### config.mk
export PLATFORM = sky130hd
export DESIGN_NAME = ifetch_unit
export DESIGN_NICKNAME = d
export VERILOG_FILES = /design/src/rtl/ifetch_pkg.sv /design/src/rtl/ifetch_fifo.sv /design/src/rtl/ifetch_unit.sv
export SDC_FILE = /design/constraint.sdc
export NUM_CORES = 1
export LEC_CHECK = 0
export CAP_MARGIN = 20
export CORE_MARGIN = 1
export CORE_UTILIZATION = 52
export DETAILED_ROUTE_END_ITERATION = 7
export HOLD_SLACK_MARGIN = 0.03
export PLACE_DENSITY = 0.8
export SYNTH_ARGS = -nofsm -noshare
export SYNTH_HDL_FRONTEND = slang
export SYNTH_SLANG_ARGS = --single-unit
export TNS_END_PERCENT = 1
### constraint.sdc
create_clock -name clk -period 10.1 [get_ports clk]
set_clock_uncertainty 0.2 [all_clocks]
set_input_delay 2.525 -clock clk [delete_from_list [all_inputs] [get_ports clk]]
set_output_delay 2.525 -clock clk [all_outputs]
set_load 0.01 [all_outputs]
### src/rtl/ifetch_pkg.sv
// Shared types for the instruction fetch unit.
// Holds the state enum, FIFO entry struct and instruction size.
package ifetch_pkg;

  localparam int unsigned INSTR_BYTES = 4;

  typedef enum logic [1:0] {
    RUN   = 2'd0,
    HALT  = 2'd1,
    FAULT = 2'd2
  } ifetch_state_e;

  typedef struct packed {
    logic [31:0] pc;
    logic [31:0] instr;
  } fetch_entry_t;

endpackage

### src/rtl/ifetch_fifo.sv
// Prefetch FIFO of fetch_entry_t; flush beats push and pop.
// Ports: clk, rst_n, i_push/i_pop/i_flush, i_data, o_full, o_empty, o_head.
module ifetch_fifo
  import ifetch_pkg::*;
#(
  parameter int unsigned FIFO_DEPTH = 2
) (
  input  logic         clk,
  input  logic         rst_n,
  input  logic         i_push,
  input  logic         i_pop,
  input  logic         i_flush,
  input  fetch_entry_t i_data,
  output logic         o_full,
  output logic         o_empty,
  output fetch_entry_t o_head
);

  localparam int unsigned AW = $clog2(FIFO_DEPTH);
  localparam int unsigned CW = AW + 1;

  fetch_entry_t   r_mem [FIFO_DEPTH];
  logic [AW-1:0]  r_wr;
  logic [AW-1:0]  r_rd;
  logic [CW-1:0]  r_cnt;
  logic           w_push;
  logic           w_pop;

  assign o_empty = (r_cnt == '0);
  assign o_full  = (r_cnt == CW'(FIFO_DEPTH));
  assign o_head  = r_mem[r_rd];
  assign w_pop   = i_pop && !o_empty;
  // A push into a full FIFO is legal only alongside a pop.
  assign w_push  = i_push && (!o_full || w_pop);

  always_ff @(posedge clk) begin
    if (w_push && !i_flush)
      r_mem[r_wr] <= i_data;
  end

  always_ff @(posedge clk or negedge rst_n) begin
    if (!rst_n) begin
      r_wr  <= '0;
      r_rd  <= '0;
      r_cnt <= '0;
    end else if (i_flush) begin
      r_wr  <= '0;
      r_rd  <= '0;
      r_cnt <= '0;
    end else begin
      if (w_push)
        r_wr <= r_wr + 1'b1;
      if (w_pop)
        r_rd <= r_rd + 1'b1;
      if (w_push && !w_pop)
        r_cnt <= r_cnt + 1'b1;
      else if (w_pop && !w_push)
        r_cnt <= r_cnt - 1'b1;
    end
  end

endmodule

### src/rtl/ifetch_unit.sv
// Instruction fetch: owns the PC, prefetches into a FIFO, serves decode.
// Ports: clk, rst_n, imem_addr/imem_data, redirect_valid/redirect_pc,
// halt_req, out_valid/out_ready/out_instr/out_pc, halted, fetch_fault.
// Optional: IFETCH_MISALIGN_TRAP_EN traps misaligned redirects into FAULT.
module ifetch_unit
  import ifetch_pkg::*;
#(
  parameter logic [31:0] RESET_PC   = 32'h0000_0000,
  parameter int unsigned FIFO_DEPTH = 2
) (
  input  logic        clk,
  input  logic        rst_n,
  output logic [31:0] imem_addr,
  input  logic [31:0] imem_data,
  input  logic        redirect_valid,
  input  logic [31:0] redirect_pc,
  input  logic        halt_req,
  output logic        out_valid,
  input  logic        out_ready,
  output logic [31:0] out_instr,
  output logic [31:0] out_pc,
  output logic        halted,
  output logic        fetch_fault
);

  logic [31:0]   r_pc;
  ifetch_state_e r_state;
  logic          r_halted;
  logic          r_fault;
  fetch_entry_t  r_last;

  logic          w_full;
  logic          w_empty;
  fetch_entry_t  w_head;
  fetch_entry_t  w_push_data;
  logic          w_pop;
  logic          w_fetch;
  logic          w_misalign;

`ifdef IFETCH_MISALIGN_TRAP_EN
  assign w_misalign = (redirect_pc[1:0] != 2'b00);
`else
  assign w_misalign = 1'b0;
`endif

  assign imem_addr   = r_pc;
  assign out_valid   = !w_empty;
  assign w_pop       = out_valid && out_ready;
  assign w_fetch     = (r_state == RUN) && !redirect_valid
                    && (!w_full || w_pop);
  assign w_push_data = '{pc: r_pc, instr: imem_data};

  // Outputs hold the last presented entry while the FIFO is empty.
  assign out_pc      = out_valid ? w_head.pc    : r_last.pc;
  assign out_instr   = out_valid ? w_head.instr : r_last.instr;
  assign halted      = r_halted;
  assign fetch_fault = r_fault;

  ifetch_fifo #(
    .FIFO_DEPTH (FIFO_DEPTH)
  ) u_fifo (
    .clk     (clk),
    .rst_n   (rst_n),
    .i_push  (w_fetch),
    .i_pop   (w_pop),
    .i_flush (redirect_valid),
    .i_data  (w_push_data),
    .o_full  (w_full),
    .o_empty (w_empty),
    .o_head  (w_head)
  );

  always_ff @(posedge clk or negedge rst_n) begin
    if (!rst_n) begin
      r_pc     <= RESET_PC;
      r_state  <= RUN;
      r_halted <= 1'b0;
      r_fault  <= 1'b0;
      r_last   <= '0;
    end else begin
      if (out_valid)
        r_last <= w_head;
      if (redirect_valid) begin
        if (w_misalign) begin
          r_state  <= FAULT;
          r_halted <= 1'b1;
          r_fault  <= 1'b1;
        end else begin
          r_pc     <= redirect_pc & ~32'h3;
          r_state  <= RUN;
          r_halted <= 1'b0;
          r_fault  <= 1'b0;
        end
      end else begin
        if (w_fetch)
          r_pc <= r_pc + 32'(INSTR_BYTES);
        if (r_state == RUN && halt_req) begin
          r_state  <= HALT;
          r_halted <= 1'b1;
        end
      end
    end
  end

endmodule

---- After elaboration in Yosys (flattened, before gate mapping) ----
Memories as Yosys holds them, arrays and structs flattened.
Cells that the tools add are included.
cells by class
  equal/unequal tests ..................... 1
  reductions and logical operators ........ 23
  add/subtract/negate cells ............... 5
  mux-type cells .......................... 17
operators with widths
  kind                   count
  $mux 32                4
  $add 32x3->32 const B  1
  $mux 2                 5
  $logic_and 1x1->1      9
  $mux 1                 8
  $reduce_bool 2->1      4
  $logic_not 1->1        5
  $logic_not 2->1        2
  $reduce_bool 3->1      1
  $add 1x1->1 const B    2
  $add 2x1->2 const B    1
  $eq 2x2->1 const B     1
  $logic_or 1x1->1       2
  $sub 2x1->2 const B    1
word-level totals
  bits in registers ....................... 103
  memory bits (writable) .................. 128
  memories ................................ 1
  bits of input ports ..................... 69
  output and inout bits ................... 99
  logic and storage cells ................. 55
memory list
  name          words  width  read ports  clocked after memory_dff  write ports  RTL line           RTL
  u_fifo.r_mem  2      64     1           0                         1            ifetch_fifo.sv:22  fetch_entry_t r_mem [FIFO_DEPTH];

---- Logic depth before layout (Yosys ltp) ----
Gate-level depths: netlist (run 1).
  depth in word-level cells ............... 11
  gate-level depth with buffers ........... 6
  gate-level depth less buffers ........... 5

---- By module ----
From an unflattened synthesis (run 1), not the netlist that was laid out.
unflattened totals
  cells, all modules ...................... 561
  area total of the unflattened synthesis .. 9057.4 um^2
modules (own cells, without submodules)
  module       area an instance (um^2)  times used  cells an instance  seq. area each (um^2)
  ifetch_fifo  4853.4                   1           224                3943.8
  ifetch_unit  4204.0                   1           337                2377.3

---- Worst setup path before layout (run 1) ----
No wires, ideal clock.
  kind .................................... input to register
  start ................................... input redirect_valid
  end ..................................... memory u_fifo.r_mem[0][0] (netlist name), enable pin
  arrival time ............................ 8.887 ns
  setup time .............................. 0.635 ns
  setup slack ............................. 0.379 ns
  buffers on the path ..................... 2
  cell stages on the path ................. 3
  required time ........................... 9.265 ns
  cell sequence ........................... clkbuf_1 buf_1 nor4_1
on the way
  cells in the longest elaborated chain, start to end .. 7
ends and longest elaborated chain
  element                         RTL line                              RTL
  start, declared                 ifetch_unit.sv:15                     input logic redirect_valid,
  $logic_not 1->1 *               ifetch_fifo.sv:37, ifetch_unit.sv:49
  $logic_and 1x1->1               ifetch_unit.sv:49                     assign w_fetch = (r_state == RUN) && !redirect_valid
  $logic_and 1x1->1               ifetch_unit.sv:50                     && (!w_full || w_pop);
  $logic_and 1x1->1               ifetch_fifo.sv:34                     assign w_push = i_push && (!o_full || w_pop);
  $logic_and 1x1->1 *             ifetch_fifo.sv:37                     if (w_push && !i_flush)
  $mux 1 *                        ifetch_fifo.sv:37
  $mux 1 (not written as such) *  ifetch_fifo.sv:38                     r_mem[r_wr] <= i_data;
  end, declared                   ifetch_fifo.sv:22
Every way passes the cells marked *; elsewhere a longest branch is shown, timed or not.

---- Final worst setup path (run 1) ----
  start ................................... register u_fifo.r_cnt[0]
  end ..................................... output out_instr[13]
on the way
  cells in the longest elaborated chain, start to end .. 2
ends and longest elaborated chain
  element                 RTL line           RTL
  start, declared         ifetch_fifo.sv:25  logic [CW-1:0] r_cnt;
  start signal, assigned  ifetch_fifo.sv:56  r_cnt <= r_cnt + 1'b1;
  start signal, assigned  ifetch_fifo.sv:58  r_cnt <= r_cnt - 1'b1;
  $logic_not 2->1         ifetch_fifo.sv:29  assign o_empty = (r_cnt == '0);
  $mux 32                 ifetch_unit.sv:55  assign out_instr = out_valid ? w_head.instr : r_last.instr;
  end, declared           ifetch_unit.sv:20  output logic [31:0] out_instr,
Every way passes these cells.

==> results of run 1 <==
==> final timing paths <==
kind	from	to	slack, ns	cells past startpoint
worst max-delay path	u_fifo.r_cnt[0]$_DFFE_PN0P_	out_instr[13]	4.63	6
worst min-delay path	r_last[25]$_DFFE_PN0N_	r_last[25]$_DFFE_PN0N_	0.35	2
max in group asynchronous	rst_n	r_last[15]$_DFFE_PN0N_	6.68	2
worst min register to register	r_last[25]$_DFFE_PN0N_	r_last[25]$_DFFE_PN0N_	0.35	2
min in group asynchronous	rst_n	r_last[29]$_DFFE_PN0N_	1.79	1
worst max register to register	u_fifo.r_cnt[0]$_DFFE_PN0P_	u_fifo.r_mem[1][61]$_DFFE_PP_	7.59	4
==> Yosys cell counts, drive strengths merged, types with 5 or more instances <==
library cell and number:
a31oi 9, nor2 79, nand3 22, nand4 15, clkbuf 21, inv 6
dfrtp 97, buf 20, o21ai 17, nor2b 8, a22oi 5, xnor2 5
xor2 6, nand2 27, o31ai 11, edfxtp 124, mux2i 63, and4 7
or4 11, a21oi 68
==> layer usage <==
metal / GRT usage [%] / vias up
met5: 0 / -
met4: 6.460 / 0
met3: 4.075 / 25
met2: 39.18 / 243
met1: 29.78 / 2860
li1: - / 2741
==> report_power, final <==
group / internal (mW) / switching [mW]
Combinational: 0.244 / 0.240
Sequential: 1.08 / 0.0669
Clock: 0.488 / 0.332
==> stage by stage <==
step | setup WS, ns | hold WS (ns) | instance area [um2]
floorplan | 0.3786 | 0.3254 | 8775
global placement | 5.014 | 0.3166 | 10500
detailed placement | 4.864 | 0.3378 | 10500
CTS | 4.322 | 0.3524 | 11240
global route | 4.467 | 0.3766 | 11290
finish | 4.633 | 0.3486 | 11290
==> cell families after synthesis <==
logic type / Yosys count
AOI/OAI and AO/OA: 117
muxes: 63
other: 1
and+or+nand+nor: 197
xor gates and xnor gates: 11
DFF: 221
buffers and inverters: 47
adders and majority gates: 1
==> sequential cells by signal, indices dropped and copies added (netlist names) <==
| signal | cells |
|---|---|
| u_fifo.r_wr | 1 |
| u_fifo.r_cnt | 2 |
| r_last | 62 |
| imem_addr | 30 |
| u_fifo.r_rd | 1 |
| u_fifo.r_mem | 124 |
| halted | 1 |
==> worst min-delay path, cell delays in order (launching register included) <==
cell and delay, ns:
dfrtp_1 0.36, nor2_1 0.10, a21oi_1 0.05
==> cell type report <==
cell class	count	area, um2
clock buffer	33	633.1
tap	220	275.3
timing repair buffer	167	1687
clock inverter	9	98.84
fill	1161	5234
sequential	221	6155
multi-input combinational	394	2420
inverter	6	22.52
==> qor.csv, run 1 <==
stage,metric,value,unit
synth,synth_top_area_cell,edfxtp_1,
global_routing,grt_max_degree,124,
worst_setup_path,slowest_delay,0.60,ns
floorplan,ios,168,
worst_setup_path,crit_buf_inv,3,
timing,slew_headroom,40.20,%
global_routing,grt-ovfl-total,0,
floorplan,fp-row-count,47,
power_and_ir_drop,leakagePower,4.057,nW
clock_tree,cts_root_buf,clkbuf_16,
layout,layout-drive-gt1-share,5.542,%
placement,placed_cells,1006,
power_and_ir_drop,ir_drop,0.1465,mV
worst_setup_path,worst_ep_arrival_time,2.74,ns
layout,fin_util,68.33,%
clock_tree,clk_path_buf_depth,3,
worst_setup_path,worstSetupStartpointType,flop,
clock_tree,post_cts_buffers,0,
placement,dp.final_hpwl,11.99,mm
worst_setup_path,crit_type,flop to primary output,
worst_hold_path,hold_path_class,flop to flop,
power_and_ir_drop,finalPower,2.453,mW
synth,ys_warn_count,0,
timing,min_period,5.467,ns
route,vias,5869,
route,antenna_left,0,
synth,avgSynthCellArea,13.31,um2
route,top_layer,met4,
synth,yosys.area_share.adder,0.1428,%
worst_setup_path,critPathRequiredTime,7.38,ns
clock_tree,clock_latency,0.51,ns
clock_tree,cts_tree,done,
clock_tree,htree_levels,1,
timing,max_freq,182.9,MHz
clock_tree,postCtsHoldBufs,0,
floorplan,die_w,131.8,um
layout,fin_nets,883,
synth,synthTopCellsByArea,"edfxtp_1 (43%), dfrtp_1 (28%), mux2i_1 (7.2%)",
worst_setup_path,endpoint_kind,primary output,
synth,synth_compound_area_share,7.499,%
synth,ys_ff_latch,221,
synth,synthCells,658,
flow_run,drv_cap,0,
synth,synthMuxAreaShare,7.199,%
timing,fin_crit_sh,54.13,%
synth,synth_top_family_by_area,simple AND/OR/NAND/NOR gates,
status,outcome,"finished, final reports clean",
floorplan,core_area,0.01652,mm2
synth,netlist-cell-type-count,44,
timing,finalSetupViolations,0,
worst_setup_path,critical_path.top_delay_family,buffers and inverters,
route,avgRoutedWirePerCell,18.50,um
layout,finalNonFillerCells,1050,
clock_tree,clkSlewWorstSetupHoldPaths,0.06,ns
route,dr_wl_met2,9.763,mm
clock_tree,cts_buffers,23,
synth,syn_area,0.008760,mm2
global_routing,grt_pass1_vias,5909,
worst_setup_path,crit_path_max_fanout,104,
synth,ys.flop_type,edfxtp_1,
floorplan,fp.dieH,131.8,um
timing,maxSlewViolCount,0,
layout,final_cell_mix,"clkdlybuf4s50_1 (158), edfxtp_1 (124), dfrtp_1 (96), nor2_1 (79), a21oi_1 (68)",
route,finalWirelength,19.43,mm
layout,mostFrequentLayoutCell,clkdlybuf4s50_1,
route,drc,0,
synth,synthArstFlopShare,43.89,%
floorplan,die-area,0.01737,mm2
synth,seq_area_frac_synth,70.22,%
route,drtIter0Drc,463,
timing,worstMarginPinSlew,0.8970,ns
route,via_per_inst,5.590,
synth,synth_edf_count,124,
placement,place.gp.congestion,0.8657,
global_routing,grt_pass1_wl,31.11,mm
timing,hold_violations,0,
route,drt-met1-wl,8.084,mm
placement,io_buffers,160,
worst_setup_path,path_cells,or2_4 > buf_4 > buf_16 > nor2_1 > a21oi_1 > clkdlybuf4s50_1,
synth,yosys.area_share.xor_xnor,1.100,%
clock_tree,cts_resized,0,
layout,antenna-diode-count,0,
global_routing,antenna_found_initial,0,
global_routing,track_usage,22.77,%
route,wl_met3,1.279,mm
clock_tree,clock-sinks,221,
power_and_ir_drop,powerDensity,217.2,mW/mm2
worst_setup_path,slowest_stage,clkdlybuf4s50_1,
timing,rsz0062_at_grt,no,
synth,synthSimpleGateAreaFrac,11.36,%
route,first_pass_iters,5,
timing,finalSetupTns,0,ns
floorplan,start_util,53.01,%
layout,syn_to_final_growth,28.90,%
synth,yosysTopAreaCellShare,42.51,%
Power figures use the tool's default switching activity.
==> run 2: changes to the inputs <==
==> constraint.sdc (replaced) <==
create_clock -name clk -period 5.2 [get_ports clk]
set_clock_uncertainty 0.2 [all_clocks]
set_input_delay 1.3 -clock clk [delete_from_list [all_inputs] [get_ports clk]]
set_output_delay 1.3 -clock clk [all_outputs]
set_load 0.01 [all_outputs]
==> run 2 against run 1 <==
First-iteration DRC count decreased by 10%. Critical path type unchanged. Global-route usage about the same. Utilization shrank 0.16 points. Largest cell class unchanged. Cell count did not move. Critical endpoint is now out_instr[9]. Non-clock buffer count is 2 higher.
==> qor.csv, run 2 (synthesized netlist as in run 1, its figures left out) <==
stage,metric,value,unit
layout,fin_util,68.17,%
power_and_ir_drop,finalPower,4.669,mW
worst_setup_path,worstSetupStartpointType,flop,
power_and_ir_drop,switching_share,26.25,%
floorplan,die-area,0.01737,mm2
global_routing,grt-ovfl-total,0,
global_routing,grt_max_degree,75,
worst_setup_path,slowest_delay,0.65,ns
clock_tree,htree_levels,1,
clock_tree,post_cts_buffers,0,
clock_tree,clk_path_buf_depth,3,
clock_tree,cts_tree,done,
floorplan,core_area,0.01652,mm2
clock_tree,clock-sinks,221,
worst_setup_path,timing.reg2reg.setup_slack,2.38,ns
floorplan,start_util,53.01,%
worst_setup_path,worst_ep_arrival_time,2.87,ns
worst_setup_path,endpoint,out_instr[9],
timing,worstMarginPinSlew,0.9781,ns
power_and_ir_drop,clkPwrFrac,32.0,%
route,via_per_inst,5.670,
clock_tree,cts_root_buf,clkbuf_16,
route,drc,0,
timing,hold_violations,0,
power_and_ir_drop,ir_drop,0.2177,mV
timing,fin_crit_sh,84.05,%
route,vias,5953,
layout,largest_register_ffs,124,
worst_setup_path,critical_path.top_delay_family,buffers and inverters,
global_routing,antenna_found_initial,0,
timing,rsz0062_at_grt,no,
route,finalWirelength,19.78,mm
power_and_ir_drop,power.share.sequential,48.0,%
placement,io_buffers,160,
route,first_pass_iters,6,
layout,antenna-diode-count,0,
worst_setup_path,crit_buf_inv,2,
layout,syn_to_final_growth,28.60,%
worst_setup_path,endpoint_kind,primary output,
worst_setup_path,startpoint,u_fifo.r_cnt[0]$_DFFE_PN0P_,
flow_run,drv_cap,0,
timing,min_period,4.370,ns
layout,seqCellArea,0.006155,mm2
worst_setup_path,crit_path_max_fanout,68,
power_and_ir_drop,intPower,3.444,mW
worst_setup_path,crit_cells,5,
clock_tree,postCtsHoldBufs,0,
power_and_ir_drop,pwr-share-comb,20.0,%
timing,finalSetupTns,0,ns
worst_setup_path,crit_type,flop to primary output,
floorplan,fp.dieH,131.8,um
route,antenna_left,0,
worst_hold_path,hold_path_class,flop to flop,
worst_setup_path,r2r_cells,4,
layout,layout-drive-gt1-share,5.663,%
layout,stdcell_area,0.01126,mm2
worst_setup_path,r2r_start,u_fifo.r_cnt[0]$_DFFE_PN0P_,
clock_tree,cts_resized,0,
placement,post_dp_cell_area,0.01055,mm2
clock_tree,clock_latency,0.49,ns
worst_setup_path,r2r-end,u_fifo.r_mem[1][42]$_DFFE_PP_,
floorplan,ios,168,
layout,mostFrequentLayoutCell,clkdlybuf4s50_1,
worst_setup_path,slowest_stage,or2_4,
timing,slew_headroom,34.79,%
placement,dp.final_hpwl,12.57,mm
status,outcome,"finished, final reports clean",
timing,finalSetupViolations,0,
floorplan,die_w,131.8,um
clock_tree,cts_buffers,23,
global_routing,track_usage,22.80,%
layout,fin_nets,885,
placement,place.gp.congestion,0.8496,
layout,num-fill-cells,1163,
route,drtIter0Drc,415,
power_and_ir_drop,powerDensity,414.5,mW/mm2
timing,max_freq,228.8,MHz
layout,largest-register,u_fifo.r_mem,
clock_tree,clkSlewWorstSetupHoldPaths,0.06,ns
floorplan,fp-row-count,47,
route,avgRoutedWirePerCell,18.84,um
layout,final_cell_mix,"clkdlybuf4s50_1 (158), edfxtp_1 (124), dfrtp_1 (96), nor2_1 (79), a21oi_1 (68)",
layout,multiInputGateArea,0.002429,mm2
power_and_ir_drop,leakagePower,4.050,nW
worst_setup_path,critPathRequiredTime,3.70,ns
global_routing,grt_pass1_vias,5937,
power_and_ir_drop,switching_power,1.226,mW
timing,maxSlewViolCount,0,
worst_hold_path,hold_depth,2,
global_routing,grt_pass1_wl,31.16,mm
worst_setup_path,path_cells,or2_4 > buf_12 > nor2_1 > a21oi_1 > clkdlybuf4s50_1,
## run 2: per-stage QoR
step	cells	worst slack, ns	hold slack, ns
2_1_floorplan	662	0.7438	0.3423
3_3_place_gp	1009	1.020	0.3309
3_5_place_dp	1009	0.9608	0.3396
4_1_cts	1049	0.8119	0.3500
5_1_grt	1050	0.6695	0.3806
6_report	1050	0.8295	0.3502
## run 2: worst min path at each step
stage / startpoint / endpoint / slack, ns
floorplan: imem_addr[31]$_DFFE_PN0P_ / u_fifo.r_mem[0][63]$_DFFE_PP_ / 0.34
global placement: r_last[13]$_DFFE_PN0N_ / r_last[13]$_DFFE_PN0N_ / 0.33
detailed placement: r_last[13]$_DFFE_PN0N_ / r_last[13]$_DFFE_PN0N_ / 0.34
CTS: r_last[13]$_DFFE_PN0N_ / r_last[13]$_DFFE_PN0N_ / 0.35
global route: imem_addr[12]$_DFFE_PN0P_ / u_fifo.r_mem[0][44]$_DFFE_PP_ / 0.38
finish: r_last[52]$_DFFE_PN0N_ / r_last[52]$_DFFE_PN0N_ / 0.35
## run 2: final cells by class
class                      instances  area share, %
timing repair buffer             169          15.04
sequential                       221          54.64
inverter                           6         0.1999
multi-input combinational        394          21.56
tap                              220          2.444
clock buffer                      32          5.765
clock inverter                     8         0.3554
## run 2: power groups by stage
stage                     registers [mW]  logic [mW]  clock network [mW]
after floorplan                     2.23       0.438                   0
after global placement              2.26       0.898                   0
after detailed placement            2.27       0.931                   0
after CTS                           2.24       0.940                1.52
after global routing                2.26        1.01                1.59
final                               2.24       0.935                1.49
## run 2: per-layer routing
metal	share of wire, %	wire length, um	GRT usage (%)
met2	50	9822	39.04
met5	0	0	0
met3	6.1	1202	3.268
met1	42	8244	30.05
met4	2.6	509	7.687
## run 2: tightest hold or removal path, stage by stage (launching register included)
cell and delay (ns):
dfrtp_1 0.36, nor2_1 0.10, a21oi_1 0.06
